===== config.mk =====
export PLATFORM = sky130hd
export DESIGN_NAME = arith_issue_queue_flat
export DESIGN_NICKNAME = d
export VERILOG_FILES = /design/src/rtl/arith_issue_queue_if.sv /design/src/rtl/arith_issue_queue.sv /design/src/flat_wrapper.sv
export SDC_FILE = /design/constraint.sdc
export NUM_CORES = 2
export LEC_CHECK = 0
export CORE_AREA = 2 2 398 439
export DETAILED_ROUTE_END_ITERATION = 16
export DIE_AREA = 0 0 400 441
export GPL_TIMING_DRIVEN = 1
export HOLD_SLACK_MARGIN = 0.12
export PLACE_DENSITY = 0.63
export SETUP_SLACK_MARGIN = 0.02
export SLEW_MARGIN = 10
export SYNTH_ARGS = -nofsm -noshare
export SYNTH_HDL_FRONTEND = slang
export SYNTH_SLANG_ARGS = --single-unit

===== constraint.sdc =====
create_clock -name clk -period 13.1 [get_ports clk]
set_input_delay 1.31 -clock clk [delete_from_list [all_inputs] [get_ports clk]]
set_output_delay 1.31 -clock clk [all_outputs]
set_load 0.02 [all_outputs]

===== src/rtl/arith_issue_queue_if.sv =====
// arith_issue_queue_if: dispatch, wakeup, recall and issue signals of the ALU issue queue.
// Lane 0 of every two-lane bundle is the older instruction.
interface arith_issue_queue_if #(
    parameter int AW = 5,
    parameter int REG_W = 6
);
    logic [1:0] disp_valid;
    logic disp_ready;
    logic [1:0][3:0] disp_alu_op;
    logic [1:0][REG_W-1:0] disp_rs1;
    logic [1:0][REG_W-1:0] disp_rs2;
    logic [1:0] disp_rs1_rdy;
    logic [1:0] disp_rs2_rdy;
    logic [1:0] disp_uses_imm;
    logic [1:0][31:0] disp_imm;
    logic [1:0][REG_W-1:0] disp_rd;
    logic [1:0] disp_uses_rd;
    logic [1:0][AW-1:0] disp_al_addr;
    logic [1:0] wb_valid;
    logic [1:0][REG_W-1:0] wb_rd;
    logic [1:0] wb_uses_rd;
    logic if_recall;
    logic [AW-1:0] new_front;
    logic [AW-1:0] back;
    logic [1:0] iss_valid;
    logic [1:0][3:0] iss_alu_op;
    logic [1:0][REG_W-1:0] iss_rs1;
    logic [1:0][REG_W-1:0] iss_rs2;
    logic [1:0] iss_uses_imm;
    logic [1:0][31:0] iss_imm;
    logic [1:0][REG_W-1:0] iss_rd;
    logic [1:0] iss_uses_rd;
    logic [1:0][AW-1:0] iss_al_addr;

    modport master (
        output disp_valid, disp_alu_op, disp_rs1, disp_rs2, disp_rs1_rdy, disp_rs2_rdy,
               disp_uses_imm, disp_imm, disp_rd, disp_uses_rd, disp_al_addr,
               wb_valid, wb_rd, wb_uses_rd, if_recall, new_front, back,
        input  disp_ready, iss_valid, iss_alu_op, iss_rs1, iss_rs2, iss_uses_imm, iss_imm,
               iss_rd, iss_uses_rd, iss_al_addr
    );

    modport slave (
        input  disp_valid, disp_alu_op, disp_rs1, disp_rs2, disp_rs1_rdy, disp_rs2_rdy,
               disp_uses_imm, disp_imm, disp_rd, disp_uses_rd, disp_al_addr,
               wb_valid, wb_rd, wb_uses_rd, if_recall, new_front, back,
        output disp_ready, iss_valid, iss_alu_op, iss_rs1, iss_rs2, iss_uses_imm, iss_imm,
               iss_rd, iss_uses_rd, iss_al_addr
    );
endinterface


===== src/rtl/arith_issue_queue.sv =====
// arith_issue_queue: dual-dispatch, dual-issue wakeup/select queue for integer ALU ops.
// Entries carry a wrapping age stamp; the two oldest ready entries issue each cycle.
module arith_issue_queue #(
    parameter int DEPTH = 8,
    parameter int AL_SIZE = 32,
    parameter int REG_W = 6
) (
    input logic clk,
    input logic rst,
    arith_issue_queue_if.slave io
);
    localparam int AW = $clog2(AL_SIZE);
    localparam int IW = $clog2(DEPTH);
    localparam int CW = IW + 1;
    localparam int GW = 16;

    typedef struct packed {
        logic [3:0] alu_op;
        logic [REG_W-1:0] rs1;
        logic [REG_W-1:0] rs2;
        logic rs1_rdy;
        logic rs2_rdy;
        logic uses_imm;
        logic [31:0] imm;
        logic [REG_W-1:0] rd;
        logic uses_rd;
        logic [AW-1:0] al;
        logic [GW-1:0] age;
    } entry_t;

    logic [DEPTH-1:0] valid;
    entry_t ent [DEPTH];
    logic [CW-1:0] count;
    logic [GW-1:0] age_ctr;
    logic [DEPTH-1:0] elig, first, second, sq, rm;
    logic [CW-1:0] rank [DEPTH];
    logic [IW-1:0] sel [2];
    logic [1:0] found, go, we;
    logic [IW-1:0] f0, f1;
    logic [IW-1:0] slot [2];
    entry_t new_ent [2];
    logic [CW-1:0] n_disp, n_rm;

    function automatic logic woke(input logic [REG_W-1:0] tag);
        woke = tag == '0;
        for (int k = 0; k < 2; k++)
            woke |= io.wb_valid[k] && io.wb_uses_rd[k] && io.wb_rd[k] == tag;
    endfunction

    function automatic logic squashed(input logic [AW-1:0] al);
        logic [AW-1:0] off, len;
        off = al - io.new_front;
        len = io.back - io.new_front;
        squashed = io.if_recall && off < len;
    endfunction

    // Sign of the wrapped difference orders stamps as long as live entries span < 2^(GW-1).
    function automatic logic older(input logic [GW-1:0] a, input logic [GW-1:0] b);
        logic [GW-1:0] d;
        d = a - b;
        older = d[GW-1];
    endfunction

    assign io.disp_ready = count <= CW'(DEPTH - 2);

    always_comb begin
        elig = '0;
        sq = '0;
        first = '0;
        second = '0;
        sel[0] = '0;
        sel[1] = '0;
        n_rm = '0;
        for (int i = 0; i < DEPTH; i++) begin
            elig[i] = valid[i] && ent[i].rs1_rdy && ent[i].rs2_rdy;
            sq[i] = valid[i] && squashed(ent[i].al);
        end
        for (int i = 0; i < DEPTH; i++) begin
            rank[i] = '0;
            for (int j = 0; j < DEPTH; j++)
                if (j != i && elig[j] && older(ent[j].age, ent[i].age))
                    rank[i] = rank[i] + CW'(1);
            first[i] = elig[i] && rank[i] == '0;
            second[i] = elig[i] && rank[i] == CW'(1);
            if (first[i]) sel[0] = IW'(i);
            if (second[i]) sel[1] = IW'(i);
        end
        found = {|second, |first};
        go = {found[1] && !sq[sel[1]], found[0] && !sq[sel[0]]};
        rm = first | second | sq;
        for (int i = 0; i < DEPTH; i++)
            n_rm = n_rm + CW'(rm[i]);
    end

    always_comb begin
        f0 = '0;
        f1 = '0;
        we = '0;
        for (int i = DEPTH - 1; i >= 0; i--)
            if (!valid[i]) begin
                f1 = f0;
                f0 = IW'(i);
            end
        for (int l = 0; l < 2; l++) begin
            we[l] = io.disp_valid[l] && io.disp_ready && !io.if_recall;
            new_ent[l] = '0;
            new_ent[l].alu_op = io.disp_alu_op[l];
            new_ent[l].rs1 = io.disp_rs1[l];
            new_ent[l].rs2 = io.disp_rs2[l];
            new_ent[l].rs1_rdy = io.disp_rs1_rdy[l] || woke(io.disp_rs1[l]);
            new_ent[l].rs2_rdy = io.disp_uses_imm[l] || io.disp_rs2_rdy[l] || woke(io.disp_rs2[l]);
            new_ent[l].uses_imm = io.disp_uses_imm[l];
            new_ent[l].imm = io.disp_imm[l];
            new_ent[l].rd = io.disp_rd[l];
            new_ent[l].uses_rd = io.disp_uses_rd[l];
            new_ent[l].al = io.disp_al_addr[l];
        end
        new_ent[0].age = age_ctr;
        new_ent[1].age = age_ctr + GW'(we[0]);
        slot[0] = f0;
        slot[1] = we[0] ? f1 : f0;
        n_disp = CW'(we[0]) + CW'(we[1]);
    end

    always_ff @(posedge clk) begin
        if (rst) begin
            valid <= '0;
            count <= '0;
            age_ctr <= '0;
            io.iss_valid <= '0;
            io.iss_alu_op <= '0;
            io.iss_rs1 <= '0;
            io.iss_rs2 <= '0;
            io.iss_uses_imm <= '0;
            io.iss_imm <= '0;
            io.iss_rd <= '0;
            io.iss_uses_rd <= '0;
            io.iss_al_addr <= '0;
        end else begin
            for (int i = 0; i < DEPTH; i++)
                if (rm[i]) valid[i] <= 1'b0;
                else begin
                    ent[i].rs1_rdy <= ent[i].rs1_rdy || woke(ent[i].rs1);
                    ent[i].rs2_rdy <= ent[i].rs2_rdy || woke(ent[i].rs2);
                end
            for (int l = 0; l < 2; l++)
                if (we[l]) begin
                    valid[slot[l]] <= 1'b1;
                    ent[slot[l]] <= new_ent[l];
                end
            count <= count + n_disp - n_rm;
            age_ctr <= age_ctr + GW'(n_disp);
            io.iss_valid <= go;
            for (int k = 0; k < 2; k++)
                if (go[k]) begin
                    io.iss_alu_op[k] <= ent[sel[k]].alu_op;
                    io.iss_rs1[k] <= ent[sel[k]].rs1;
                    io.iss_rs2[k] <= ent[sel[k]].rs2;
                    io.iss_uses_imm[k] <= ent[sel[k]].uses_imm;
                    io.iss_imm[k] <= ent[sel[k]].imm;
                    io.iss_rd[k] <= ent[sel[k]].rd;
                    io.iss_uses_rd[k] <= ent[sel[k]].uses_rd;
                    io.iss_al_addr[k] <= ent[sel[k]].al;
                end
        end
    end
endmodule

===== src/flat_wrapper.sv =====
// flat-port wrapper written by rule: the top's interface ports become plain ports
module arith_issue_queue_flat 
#(
    parameter int DEPTH = 8,
    parameter int AL_SIZE = 32,
    parameter int REG_W = 6
)
  (clk, rst, io_disp_valid, io_disp_alu_op, io_disp_rs1, io_disp_rs2, io_disp_rs1_rdy, io_disp_rs2_rdy, io_disp_uses_imm, io_disp_imm, io_disp_rd, io_disp_uses_rd, io_disp_al_addr, io_wb_valid, io_wb_rd, io_wb_uses_rd, io_if_recall, io_new_front, io_back, io_disp_ready, io_iss_valid, io_iss_alu_op, io_iss_rs1, io_iss_rs2, io_iss_uses_imm, io_iss_imm, io_iss_rd, io_iss_uses_rd, io_iss_al_addr);
  arith_issue_queue_if #(.REG_W(REG_W)) io_i ();
  input logic clk;
  input logic rst;
  input wire logic [$bits(io_i.disp_valid)-1:0] io_disp_valid;
  input wire logic [$bits(io_i.disp_alu_op)-1:0] io_disp_alu_op;
  input wire logic [$bits(io_i.disp_rs1)-1:0] io_disp_rs1;
  input wire logic [$bits(io_i.disp_rs2)-1:0] io_disp_rs2;
  input wire logic [$bits(io_i.disp_rs1_rdy)-1:0] io_disp_rs1_rdy;
  input wire logic [$bits(io_i.disp_rs2_rdy)-1:0] io_disp_rs2_rdy;
  input wire logic [$bits(io_i.disp_uses_imm)-1:0] io_disp_uses_imm;
  input wire logic [$bits(io_i.disp_imm)-1:0] io_disp_imm;
  input wire logic [$bits(io_i.disp_rd)-1:0] io_disp_rd;
  input wire logic [$bits(io_i.disp_uses_rd)-1:0] io_disp_uses_rd;
  input wire logic [$bits(io_i.disp_al_addr)-1:0] io_disp_al_addr;
  input wire logic [$bits(io_i.wb_valid)-1:0] io_wb_valid;
  input wire logic [$bits(io_i.wb_rd)-1:0] io_wb_rd;
  input wire logic [$bits(io_i.wb_uses_rd)-1:0] io_wb_uses_rd;
  input wire logic [$bits(io_i.if_recall)-1:0] io_if_recall;
  input wire logic [$bits(io_i.new_front)-1:0] io_new_front;
  input wire logic [$bits(io_i.back)-1:0] io_back;
  output wire logic [$bits(io_i.disp_ready)-1:0] io_disp_ready;
  output wire logic [$bits(io_i.iss_valid)-1:0] io_iss_valid;
  output wire logic [$bits(io_i.iss_alu_op)-1:0] io_iss_alu_op;
  output wire logic [$bits(io_i.iss_rs1)-1:0] io_iss_rs1;
  output wire logic [$bits(io_i.iss_rs2)-1:0] io_iss_rs2;
  output wire logic [$bits(io_i.iss_uses_imm)-1:0] io_iss_uses_imm;
  output wire logic [$bits(io_i.iss_imm)-1:0] io_iss_imm;
  output wire logic [$bits(io_i.iss_rd)-1:0] io_iss_rd;
  output wire logic [$bits(io_i.iss_uses_rd)-1:0] io_iss_uses_rd;
  output wire logic [$bits(io_i.iss_al_addr)-1:0] io_iss_al_addr;
  assign io_i.disp_valid = io_disp_valid;
  assign io_i.disp_alu_op = io_disp_alu_op;
  assign io_i.disp_rs1 = io_disp_rs1;
  assign io_i.disp_rs2 = io_disp_rs2;
  assign io_i.disp_rs1_rdy = io_disp_rs1_rdy;
  assign io_i.disp_rs2_rdy = io_disp_rs2_rdy;
  assign io_i.disp_uses_imm = io_disp_uses_imm;
  assign io_i.disp_imm = io_disp_imm;
  assign io_i.disp_rd = io_disp_rd;
  assign io_i.disp_uses_rd = io_disp_uses_rd;
  assign io_i.disp_al_addr = io_disp_al_addr;
  assign io_i.wb_valid = io_wb_valid;
  assign io_i.wb_rd = io_wb_rd;
  assign io_i.wb_uses_rd = io_wb_uses_rd;
  assign io_i.if_recall = io_if_recall;
  assign io_i.new_front = io_new_front;
  assign io_i.back = io_back;
  assign io_disp_ready = io_i.disp_ready;
  assign io_iss_valid = io_i.iss_valid;
  assign io_iss_alu_op = io_i.iss_alu_op;
  assign io_iss_rs1 = io_i.iss_rs1;
  assign io_iss_rs2 = io_i.iss_rs2;
  assign io_iss_uses_imm = io_i.iss_uses_imm;
  assign io_iss_imm = io_i.iss_imm;
  assign io_iss_rd = io_i.iss_rd;
  assign io_iss_uses_rd = io_i.iss_uses_rd;
  assign io_iss_al_addr = io_i.iss_al_addr;
  arith_issue_queue #(.DEPTH(DEPTH), .AL_SIZE(AL_SIZE), .REG_W(REG_W)) u_core (.clk(clk), .rst(rst), .io(io_i));
endmodule

==> flow_metrics.env <==
export IMPL_clk_pin_slew_ns=0.06
export IMPL_critical_path_max_stage_delay_ns=0.74
export IMPL_grt_pass1_vias=60000
export IMPL_hold_violations=0
export IMPL_root_buffer="clkbuf_16"
export IMPL_tns_ns=0
export IMPL_synth_async_reset_ratio_pct=0
export IMPL_dieArea_mm2=0.176
export IMPL_synthTopCellsByArea="edfxtp_1 (28%), ha_1 (17%), a22o_1 (6.5%)"
export IMPL_cts_buffers=87
export IMPL_ys_flop_type="edfxtp_1"
export IMPL_vdd_drop_max_uv=111
export IMPL_hpwl_um=207000
export IMPL_post_drt_wl_per_cell_um=33.2
export IMPL_startpoint_type="register"
export IMPL_use_met3_pct=8.04
export IMPL_yosysWarnings=0
export IMPL_drive_gt1_share_pct=6.99
export IMPL_cp_slowest_cell="o21ai_0"
export IMPL_overflow=0
export IMPL_hp_start="u_core.io.iss_rd[11]"
export IMPL_p_per_area_mw_per_mm2=94.0
export IMPL_cts_sinks=784
export IMPL_layout_worst_path_cycle_share_pct=86.3
export IMPL_pwr_share_clk_pct=37.2
export IMPL_end_kind="register"
export IMPL_pin_count=282
export IMPL_synth_top_area_cell="edfxtp_1"
export IMPL_power_leakage_nw=29.0
export IMPL_yosys_register_bits=784
export IMPL_internal_power_w=0.00488
export IMPL_timing_rr_end="u_core.count[3]"
export IMPL_hold_class="register to register"
export IMPL_synth_cell_types=105
export IMPL_critical_path_class="register to register"
export IMPL_start_util_pct=39.7
export IMPL_grt_total_usage_pct=33.9
export IMPL_crit_arrival_ns=11.90
export IMPL_relSlewSlack_pct=7.48
export IMPL_synth_top_area_share_pct=27.8
export IMPL_post_cts_resized=0
export IMPL_r2r_cells=47
export IMPL_rows=160
export IMPL_r2r_slack_ns=1.79
export IMPL_seqPwrFrac_pct=41.4
export IMPL_routed_via_density=6.73
export IMPL_setup_viol=0
export IMPL_core_area_mm2=0.172
export IMPL_dp_slack_ns=2.06
export IMPL_layout_setup_ws_ns=1.79
export IMPL_ctsHoldBuffers=0
export IMPL_routabilityCongestion=1.04
export IMPL_min_period_ns=11.31
export IMPL_syn_inst=7046
export IMPL_fmax_mhz=88.4
export IMPL_area_delta_synth_final_pct=11.2
export IMPL_synth_edff_count=632
export IMPL_cts_buffer_depth=3
export IMPL_port_buffers=281
export IMPL_grt_busiest_layer="met2"
export IMPL_drtIter0Drc=8527
export IMPL_grt_max_degree=73
export IMPL_wl_um=310000
export IMPL_cp_required_ns=13.69
export IMPL_via_count=62900
export IMPL_p_comb_share_pct=21.4
export IMPL_path_max_fanout=8
export IMPL_postRouteAntennaNets=0
export IMPL_hold_path_end="u_core.io.iss_rd[11]"
export IMPL_worstMarginPinSlew_ns=1.38
export IMPL_grt_antenna_before_repair=24
export IMPL_whs_path_depth=2
export IMPL_finalMaxSlewViolations=0
export IMPL_synth_seq_area_share_pct=32.2
export IMPL_postCtsSetupRepairBufs=0
export IMPL_htreeDepth=3
export IMPL_synth_fp_nets=8133
export IMPL_outcome="finished, final reports clean"
export IMPL_die_w_um=400
export IMPL_synth_commonest_cells="ha_1 (912), edfxtp_1 (632), a22o_1 (506)"
export IMPL_use_met2_pct=53.4
export IMPL_fp_dieH_um=441
export IMPL_nFillCells=16300
export IMPL_yosysMostFrequentCell="ha_1"
export IMPL_power_switching_w=0.00226
export IMPL_finalClockSkew_ns=0.0373
export IMPL_insertion_delay_ns=0.75
export IMPL_rsz0062_at_grt="no"
export IMPL_grt_pass1_wl_um=435000
export IMPL_use_met1_pct=41.6
export IMPL_drcViolationCount=0
export IMPL_syn_area_mm2=0.0684
export IMPL_drt_pass1_iterations=9
export IMPL_cts_tree="done"
export IMPL_nets=8082
export IMPL_avgSynthCellArea_um2=9.70
export IMPL_reg2reg_from="u_core.ent[1][8]"
export IMPL_drv_cap=0
export IMPL_p_sw_share_pct=31.6
[cells by family (layout without fill, tap and decap cells)]
kind of cell | after synthesis | after routing | share of synthesized area, %
AOI/OAI and AO/OA | 2200 | 2200 | 24.0
and+or+nand+nor | 1679 | 1679 | 12.3
adders and majority gates | 930 | 930 | 17.2
buffers and inverters | 786 | 810 | 4.70
DFF | 784 | 784 | 32.2
xor gates and xnor gates | 422 | 422 | 5.80
muxes | 245 | 245 | 3.75
other | 0 | 9 | 0
[per-layer routing]
layer	share of wire, %	wire, um
met3	11	34900
met2	44	138000
met4	7.2	22500
met1	37	115000
met5	0.064	198
[through the flow]
step	instance area (um2)	power, W	utilization (%)	hold slack, ns	instances
2_1_floorplan	68400	0.00388	-	0.533	7046
3_3_place_gp	73000	0.00445	42.4	0.446	9174
3_5_place_dp	73000	0.00447	42.4	0.447	9174
4_1_cts	76000	0.00709	44.1	0.459	9338
5_1_grt	76000	0.00732	44.1	0.476	9339
6_report	76000	0.00714	44.1	0.459	9347
[cell type report]
| type | instances | area [um2] | share of cell area, % |
|---|---|---|---|
| antenna | 9 | 22.5 | 0.0296 |
| clock inverter | 40 | 561 | 0.738 |
| inverter | 229 | 865 | 1.14 |
| multi-input combinational | 5476 | 43400 | 57.1 |
| tap | 2268 | 2840 | 3.73 |
| timing repair buffer | 417 | 3860 | 5.08 |
| clock buffer | 124 | 2420 | 3.18 |
| sequential | 784 | 22000 | 29.0 |
[sequential cells by signal, summed over array words and instances (netlist names)]
signal and flops:
u_core.io.iss_uses_imm 2, u_core.ent 632, u_core.io.iss_imm 64, u_core.io.iss_alu_op 8, u_core.valid 8, u_core.io.iss_rd 12
u_core.io.iss_valid 2, u_core.io.iss_rs1 12, u_core.age_ctr 16, u_core.io.iss_rs2 12, u_core.io.iss_al_addr 10, u_core.io.iss_uses_rd 2
u_core.count 4
[worst max-delay path by stage]
stage	start	endpoint	slack (ns)	cells after the start
2_1_floorplan	u_core.ent[1][1]	u_core.count[3]	4.02	48
3_3_place_gp	u_core.ent[7][8]	u_core.io.iss_rs2[2]	2.22	44
3_5_place_dp	u_core.ent[1][8]	u_core.count[3]	2.06	47
4_1_cts	u_core.ent[1][8]	u_core.count[3]	2.00	47
5_1_grt	u_core.ent[1][1]	u_core.count[3]	1.25	49
6_report	u_core.ent[1][8]	u_core.count[3]	1.79	47
[critical path: cells and delay by family, from the launching register on]
| family | cells | cell delay (ns) |
|---|---|---|
| flops | 1 | 0.71 |
| compound gates | 11 | 2.72 |
| xor+xnor | 5 | 0.99 |
| mux | 1 | 0.18 |
| buf+inv | 8 | 0.86 |
| fa+ha+maj | 12 | 3.91 |
| simple gates | 10 | 1.78 |
[cell usage in the layout (no fill, tap or decap), types with 167 or more instances in the layout]
cell type        Yosys  final
ha_1               912    912
edfxtp_1           632    632
a22o_1             506    506
nand2_1            434    431
nor2_1             357    350
o21ai_0            340    337
a21oi_1            294    294
clkdlybuf4s50_1      0    280
inv_1              229    228
xnor2_1            220    220
o22ai_1            191    190
xor2_1             182    182
mux2i_1            167    167
[power groups by stage]
stage                     Clock, W  Sequential, W  Combinational, W
after floorplan                  0        0.00295          0.000929
after global placement           0        0.00300           0.00146
after detailed placement         0        0.00300           0.00148
after CTS                  0.00266        0.00294           0.00149
after global routing       0.00274        0.00296           0.00163
final                      0.00266        0.00295           0.00153
Note: power is estimated with default switching activity, not from simulation.
